**config.mk**
```make
export PLATFORM = sky130hd
export DESIGN_NAME = vram_write_buffer
export DESIGN_NICKNAME = d
export VERILOG_FILES = /design/src/rtl/fpgame_vram_pkg.sv /design/src/rtl/vram_wr_fifo.sv /design/src/rtl/vram_write_buffer.sv
export SDC_FILE = /design/constraint.sdc
export NUM_CORES = 2
export LEC_CHECK = 0
export BUFFER_PORTS_ARGS = -buffer_cell sky130_fd_sc_hd__buf_2
export CAP_MARGIN = 5
export CORE_MARGIN = 4
export CORE_UTILIZATION = 33
export CTS_BUF_LIST = sky130_fd_sc_hd__clkbuf_8
export DETAILED_ROUTE_END_ITERATION = 12
export PLACE_DENSITY_LB_ADDON = 0.15
export SLEW_MARGIN = 0
export SYNTH_ARGS = -nofsm -noshare
export SYNTH_HDL_FRONTEND = slang
export SYNTH_HIERARCHICAL = 1
export SYNTH_SLANG_ARGS = --single-unit
```
**constraint.sdc**
```tcl
create_clock -name clk -period 11 [get_ports clk]
set_input_delay 1.1 -clock clk [delete_from_list [all_inputs] [get_ports clk]]
set_output_delay 1.1 -clock clk [all_outputs]
set_load 0.01 [all_outputs]
```
**src/rtl/fpgame_vram_pkg.sv**
```systemverilog
// Shared VRAM definitions for the FPGAme write path: bus widths, region map,
// the packed write-entry layout and the write-buffer FSM states.
package fpgame_vram_pkg;

  localparam int VRAM_ADDR_W  = 13;
  localparam int VRAM_DATA_W  = 64;
  localparam int VRAM_BE_W    = 8;
  localparam int VRAM_ENTRY_W = VRAM_ADDR_W + VRAM_DATA_W + VRAM_BE_W;

  localparam logic [VRAM_ADDR_W-1:0] VRAM_TILE_BASE    = 13'h0000;
  localparam logic [VRAM_ADDR_W-1:0] VRAM_PATTERN_BASE = 13'h0800;
  localparam logic [VRAM_ADDR_W-1:0] VRAM_PALETTE_BASE = 13'h1800;
  localparam logic [VRAM_ADDR_W-1:0] VRAM_SPRITE_BASE  = 13'h1A00;
  localparam logic [VRAM_ADDR_W-1:0] VRAM_MAX_ADDR     = 13'h1A27;

  typedef enum logic {
    ST_HOLD  = 1'b0,
    ST_DRAIN = 1'b1
  } vram_wb_state_e;

  typedef struct packed {
    logic [VRAM_ADDR_W-1:0] addr;
    logic [VRAM_DATA_W-1:0] data;
    logic [VRAM_BE_W-1:0]   be;
  } vram_wr_entry_t;

  function automatic logic vram_addr_legal(input logic [VRAM_ADDR_W-1:0] addr,
                                           input logic [VRAM_ADDR_W-1:0] maxAddr);
    return addr <= maxAddr;
  endfunction

endpackage

```
**src/rtl/vram_wr_fifo.sv**
```systemverilog
// Synchronous FIFO of packed VRAM write entries with a look-ahead head output.
// Pushes while full and pops while empty are ignored.
module vram_wr_fifo
  import fpgame_vram_pkg::*;
#(
  parameter  int DEPTH = 16,
  localparam int AW    = $clog2(DEPTH),
  localparam int CW    = AW + 1
) (
  input  logic           clk,
  input  logic           rst,
  input  logic           push_i,
  input  vram_wr_entry_t push_entry_i,
  input  logic           pop_i,
  output vram_wr_entry_t head_o,
  output logic           full_o,
  output logic           empty_o,
  output logic [CW-1:0]  count_o
);

  vram_wr_entry_t mem_q [DEPTH];
  logic [AW-1:0]  wr_ptr_q, wr_ptr_d;
  logic [AW-1:0]  rd_ptr_q, rd_ptr_d;
  logic [CW-1:0]  count_q, count_d;
  logic           do_push;
  logic           do_pop;

  assign full_o  = (count_q == CW'(DEPTH));
  assign empty_o = (count_q == '0);
  assign count_o = count_q;
  assign head_o  = mem_q[rd_ptr_q];

  assign do_push = push_i & ~full_o;
  assign do_pop  = pop_i & ~empty_o;

  // DEPTH is a power of two, so the pointers wrap by plain overflow.
  always_comb begin
    wr_ptr_d = wr_ptr_q;
    rd_ptr_d = rd_ptr_q;
    count_d  = count_q;
    if (do_push) wr_ptr_d = wr_ptr_q + AW'(1);
    if (do_pop)  rd_ptr_d = rd_ptr_q + AW'(1);
    unique case ({do_push, do_pop})
      2'b10:   count_d = count_q + CW'(1);
      2'b01:   count_d = count_q - CW'(1);
      default: count_d = count_q;
    endcase
  end

  always_ff @(posedge clk or posedge rst) begin
    if (rst) begin
      wr_ptr_q <= '0;
      rd_ptr_q <= '0;
      count_q  <= '0;
    end else begin
      wr_ptr_q <= wr_ptr_d;
      rd_ptr_q <= rd_ptr_d;
      count_q  <= count_d;
    end
  end

  always_ff @(posedge clk) begin
    if (do_push) mem_q[wr_ptr_q] <= push_entry_i;
  end

endmodule

```
**src/rtl/vram_write_buffer.sv**
```systemverilog
// Buffers CPU VRAM writes and replays them to the PPU only inside the vblank
// window, one registered write strobe per popped entry.
module vram_write_buffer
  import fpgame_vram_pkg::*;
#(
  parameter  int                     DEPTH    = 16,
  parameter  logic [VRAM_ADDR_W-1:0] MAX_ADDR = VRAM_MAX_ADDR,
  localparam int                     CW       = $clog2(DEPTH) + 1
) (
  input  logic                   clk,
  input  logic                   rst,
  input  logic                   wr_valid,
  output logic                   wr_ready,
  input  logic [VRAM_ADDR_W-1:0] wr_addr,
  input  logic [VRAM_DATA_W-1:0] wr_data,
  input  logic [VRAM_BE_W-1:0]   wr_byteena,
  input  logic                   vblank_start,
  input  logic                   vblank_end_soon,
  output logic [VRAM_ADDR_W-1:0] h2f_vram_wraddr,
  output logic                   h2f_vram_wren,
  output logic [VRAM_DATA_W-1:0] h2f_vram_wrdata,
  output logic [VRAM_BE_W-1:0]   h2f_vram_byteena,
  output logic                   cpu_vram_wr_irq,
  output logic                   cpu_wr_busy,
  output logic                   addr_err,
  output logic [CW-1:0]          fill_count
);

  vram_wb_state_e         state_q, state_d;
  vram_wr_entry_t         push_entry;
  vram_wr_entry_t         head;
  logic                   full;
  logic                   empty;
  logic                   accept;
  logic                   addr_ok;
  logic                   push;
  logic                   pop;
  logic                   irq_d, irq_q;
  logic                   err_d, err_q;
  logic                   wren_q;
  logic [VRAM_ADDR_W-1:0] addr_q;
  logic [VRAM_DATA_W-1:0] data_q;
  logic [VRAM_BE_W-1:0]   be_q;

  // Illegal and all-bytes-disabled requests are still handshaken, just dropped.
  assign wr_ready   = ~full;
  assign accept     = wr_valid & ~full;
  assign addr_ok    = vram_addr_legal(wr_addr, MAX_ADDR);
  assign push       = accept & addr_ok & (wr_byteena != '0);
  assign err_d      = err_q | (accept & ~addr_ok);
  assign push_entry = '{addr: wr_addr, data: wr_data, be: wr_byteena};

  vram_wr_fifo #(
    .DEPTH (DEPTH)
  ) u_fifo (
    .clk          (clk),
    .rst          (rst),
    .push_i       (push),
    .push_entry_i (push_entry),
    .pop_i        (pop),
    .head_o       (head),
    .full_o       (full),
    .empty_o      (empty),
    .count_o      (fill_count)
  );

  // A closing window takes priority over an opening one in the same cycle.
  always_comb begin
    state_d = state_q;
    irq_d   = 1'b0;
    pop     = 1'b0;
    unique case (state_q)
      ST_HOLD: begin
        if (vblank_end_soon) begin
          state_d = ST_HOLD;
        end else if (vblank_start) begin
          state_d = ST_DRAIN;
          irq_d   = 1'b1;
        end
      end
      ST_DRAIN: begin
        if (vblank_end_soon) begin
          state_d = ST_HOLD;
        end else begin
          pop = ~empty;
        end
      end
      default: state_d = ST_HOLD;
    endcase
  end

  always_ff @(posedge clk or posedge rst) begin
    if (rst) begin
      state_q <= ST_HOLD;
      irq_q   <= 1'b0;
      err_q   <= 1'b0;
      wren_q  <= 1'b0;
      addr_q  <= '0;
      data_q  <= '0;
      be_q    <= '0;
    end else begin
      state_q <= state_d;
      irq_q   <= irq_d;
      err_q   <= err_d;
      wren_q  <= pop;
      if (pop) begin
        addr_q <= head.addr;
        data_q <= head.data;
        be_q   <= head.be;
      end
    end
  end

  assign h2f_vram_wraddr  = addr_q;
  assign h2f_vram_wren    = wren_q;
  assign h2f_vram_wrdata  = data_q;
  assign h2f_vram_byteena = be_q;
  assign cpu_vram_wr_irq  = irq_q;
  assign addr_err         = err_q;
  assign cpu_wr_busy      = (fill_count != '0) | wren_q;

endmodule
```
==> flow_summary.json <==
{
  "tritoncts": "built",
  "slowest_stage": "buf_4",
  "grt_start_max_net_pins": 115,
  "crit_family": "simple AND/OR/NAND/NOR gates",
  "worstPathArrival_ns": 5.38,
  "n_fill_cell": 15502,
  "path_cells": "buf_2, o21ai_0, a31oi_1, a2111oi_0, and2_1, nand2_1, nor2_4, buf_4",
  "path_buf_inv": 2,
  "dp_cells": 5125,
  "start_kind": "input port",
  "cts_resized": 0,
  "synth_mux_area_share_pct": 14.8,
  "p_leak_nw": 21.6,
  "cts_max_path_buffers": 3,
  "numCtsBuffers": 239,
  "globalplace.congestion": 0.713,
  "stdcell_area_um2": 64300,
  "rows": 151,
  "io_buffer_count": 184,
  "grt_overflow_total": 0,
  "synthSimpleGateAreaFrac_pct": 1.04,
  "routed_wl_um": 142000,
  "synth.cell_area_um2": 56300,
  "slowest_delay_ns": 1.05,
  "synth_enable_flop_cells": 1360,
  "htree_levels": 4,
  "vias": 28091,
  "final_cells": 5583,
  "clkSinkCount": 1462,
  "drive_gt1_share_pct": 26.3,
  "synthFlopType": "edfxtp_1",
  "setup_violations": 0,
  "floorplan.initialDensity_pct": 33.2,
  "fmax_mhz": 205,
  "rsz0062_at_grt": "false",
  "timing.final.crit_share_pct": 44.3,
  "drtIter0Drc": 1717,
  "relSlewSlack_pct": 14.6,
  "areaGrowthSynthToFinish_pct": 14.1,
  "slew_violations": 0,
  "die_x_um": 421,
  "cts.reportedPaths.clkPinSlew_ns": 0.05,
  "die_h_um": 421,
  "place_area_um2": 59600,
  "dr.pass1.iters": 5,
  "antenna_found_initial": 16,
  "cts_setup_buffers": 0,
  "synth_xor_area_share_pct": 0.155,
  "worstMarginPinSlew_ns": 1.28,
  "grt_pass1_vias": 30320,
  "cp_max_fo": 58,
  "finalSetupTns_ns": 0,
  "cts_root_buf": "clkbuf_8",
  "maxCapViolCount": 0,
  "routed_via_density": 5.03,
  "grtUsageTotal_pct": 15.9,
  "grt_pass1_wl_um": 208000,
  "synth_nets": 2923,
  "yosys_warnings": 6,
  "synthArstFlopShare_pct": 6.98,
  "crit_path_end_kind": "flop",
  "ys_seq_elements": 1462,
  "core_um2": 169000,
  "yosysSeqAreaShare_pct": 77.0,
  "synth_cell_types": 40,
  "wl_per_cell_um": 25.5,
  "synthCells": 2823,
  "synth-compound-area-share_pct": 4.85,
  "synth_top_family_by_area": "multiplexers",
  "ioPinCount": 185,
  "design.die.area_um2": 177000,
  "cts_hold_buf": 0,
  "min_period_ns": 4.88,
  "ir_drop_mv": 0.200,
  "hold_path.class": "input port to asynchronous set/reset pin",
  "hpwl_um": 76500,
  "ant_nets": 0,
  "cp.required_ns": 11.50,
  "finalHoldViolations": 0,
  "nets": 3248,
  "outcome": "finished clean",
  "finClkSkew_ns": 0.0548,
  "criticalPathCategory": "input port to flop",
  "drc": 0,
  "yosys.area_share.adder_pct": 0.235,
  "power_density_nw_per_um2": 251,
  "syn_area_per_cell_um2": 20.0,
  "insertion_delay_ns": 0.93
}
## sequential cells by signal (all words and copies together) (netlist names)
signal            count
u_fifo/rd_ptr_q       4
h2f_vram_wrdata      64
h2f_vram_wraddr      13
u_fifo/wr_ptr_q       4
addr_err              1
h2f_vram_wren         1
state_q               1
cpu_vram_wr_irq       1
u_fifo/mem_q       1360
u_fifo/count_o        5
h2f_vram_byteena      8
## routing by layer
metal	global-route usage [%]	wire, um	up-vias
met4	4.29	3070	2
met1	19.7	59300	14963
met2	28.5	74600	626
li1	-	-	12269
met5	0	10	-
met3	2.80	5370	231
## cells in the mapped netlist (7+ instances only)
library cell,instances,area (um^2)
a22oi_1,85,638
ha_1,9,113
nor2_1,16,60.1
mux4_2,170,3830
a221oi_1,85,744
nand2_1,96,360
mux2_1,39,439
buf_2,28,140
mux2_2,132,1490
inv_1,14,52.6
a21oi_1,87,435
edfxtp_1,1360,40800
o21ai_0,175,876
clkbuf_1,62,233
buf_6,50,563
mux2i_1,256,2560
dfrtp_1,102,2550
buf_4,11,82.6
xnor2_1,7,61.3
## per-stage QoR
step,power (W),utilization [%],hold WS [ns],worst slack [ns]
floorplan,0.0103,-,0.419,2.42
global placement,0.0118,35.2,0.452,5.24
detailed placement,0.0119,35.2,0.473,5.24
CTS,0.0165,37.9,0.0861,6.26
global route,0.0171,37.9,0.158,5.97
finish,0.0162,37.9,0.193,6.12
## final timing paths
path                                            startpoint                         endpoint  slack, ns  cells past startpoint
max                                             wr_addr[3]   u_fifo/mem_q[15][75]$_DFFE_PP_       6.12                      8
min                                                    rst        cpu_vram_wr_irq$_DFF_PP0_       0.19                      2
max reg2reg                  u_fifo/count_o[0]$_DFFE_PP0P_   u_fifo/mem_q[15][75]$_DFFE_PP_       6.50                      8
min reg2reg                h2f_vram_wrdata[16]$_DFFE_PP0P_  h2f_vram_wrdata[16]$_DFFE_PP0P_       0.48                      1
max in group asynchronous                              rst  h2f_vram_wrdata[51]$_DFFE_PP0P_       9.48                      3
min in group clk                           vblank_end_soon                state_q$_DFF_PP0_       0.39                      2
## area by class of cell
cell class / instances / area, um^2 / area share (%)
tap: 2218 / 2780 / 4.32
clock buffer: 256 / 3520 / 5.48
antenna: 7 / 17.5 / 0.0273
sequential: 1462 / 43400 / 67.5
multi-input combinational: 1192 / 12000 / 18.7
timing repair buffer: 239 / 1370 / 2.13
clock inverter: 195 / 1130 / 1.76
inverter: 14 / 57.6 / 0.0896
## cells in the final DEF, fill, tap and decap left out, types with 2 or more instances in the layout
cell type   count
a22oi_1        85
nor2_4         12
xnor2_1         7
diode_2         7
a21oi_1        87
ha_1            9
nand3_1         2
nand2b_1        2
inv_6           2
clkinv_2       39
bufinv_16      11
buf_2         184
clkinv_1       51
xor2_1          3
clkinvlp_4      5
a221oi_1       85
nor2_1          4
nor4_1          4
mux4_2        170
mux2i_1       256
nor3_2          4
mux2_2        132
clkbuf_8      256
nand2_1        96
edfxtp_1     1360
o21ai_0       175
buf_4          52
buf_12          3
dfrtp_4         4
nor2b_1         2
inv_8           3
dfrtp_1        98
inv_1          97
mux2_1         39
## where the power goes
part	switching [W]	leakage, nW	total, W	internal, W
clock	0.00214	2.71	0.00455	0.00240
sequential	0.000319	13.4	0.00703	0.00671
combinational	0.00278	5.45	0.00458	0.00180
## logic make-up after synthesis
kind of cell | Yosys count
buffers and inverters | 169
multiplexers | 597
AO/OA/AOI/OAI | 437
adder cells (fa/ha/maj) | 10
AND/OR/NAND/NOR | 138
XOR/XNOR | 10
flip-flops | 1462
Power figures use the tool's default switching activity.
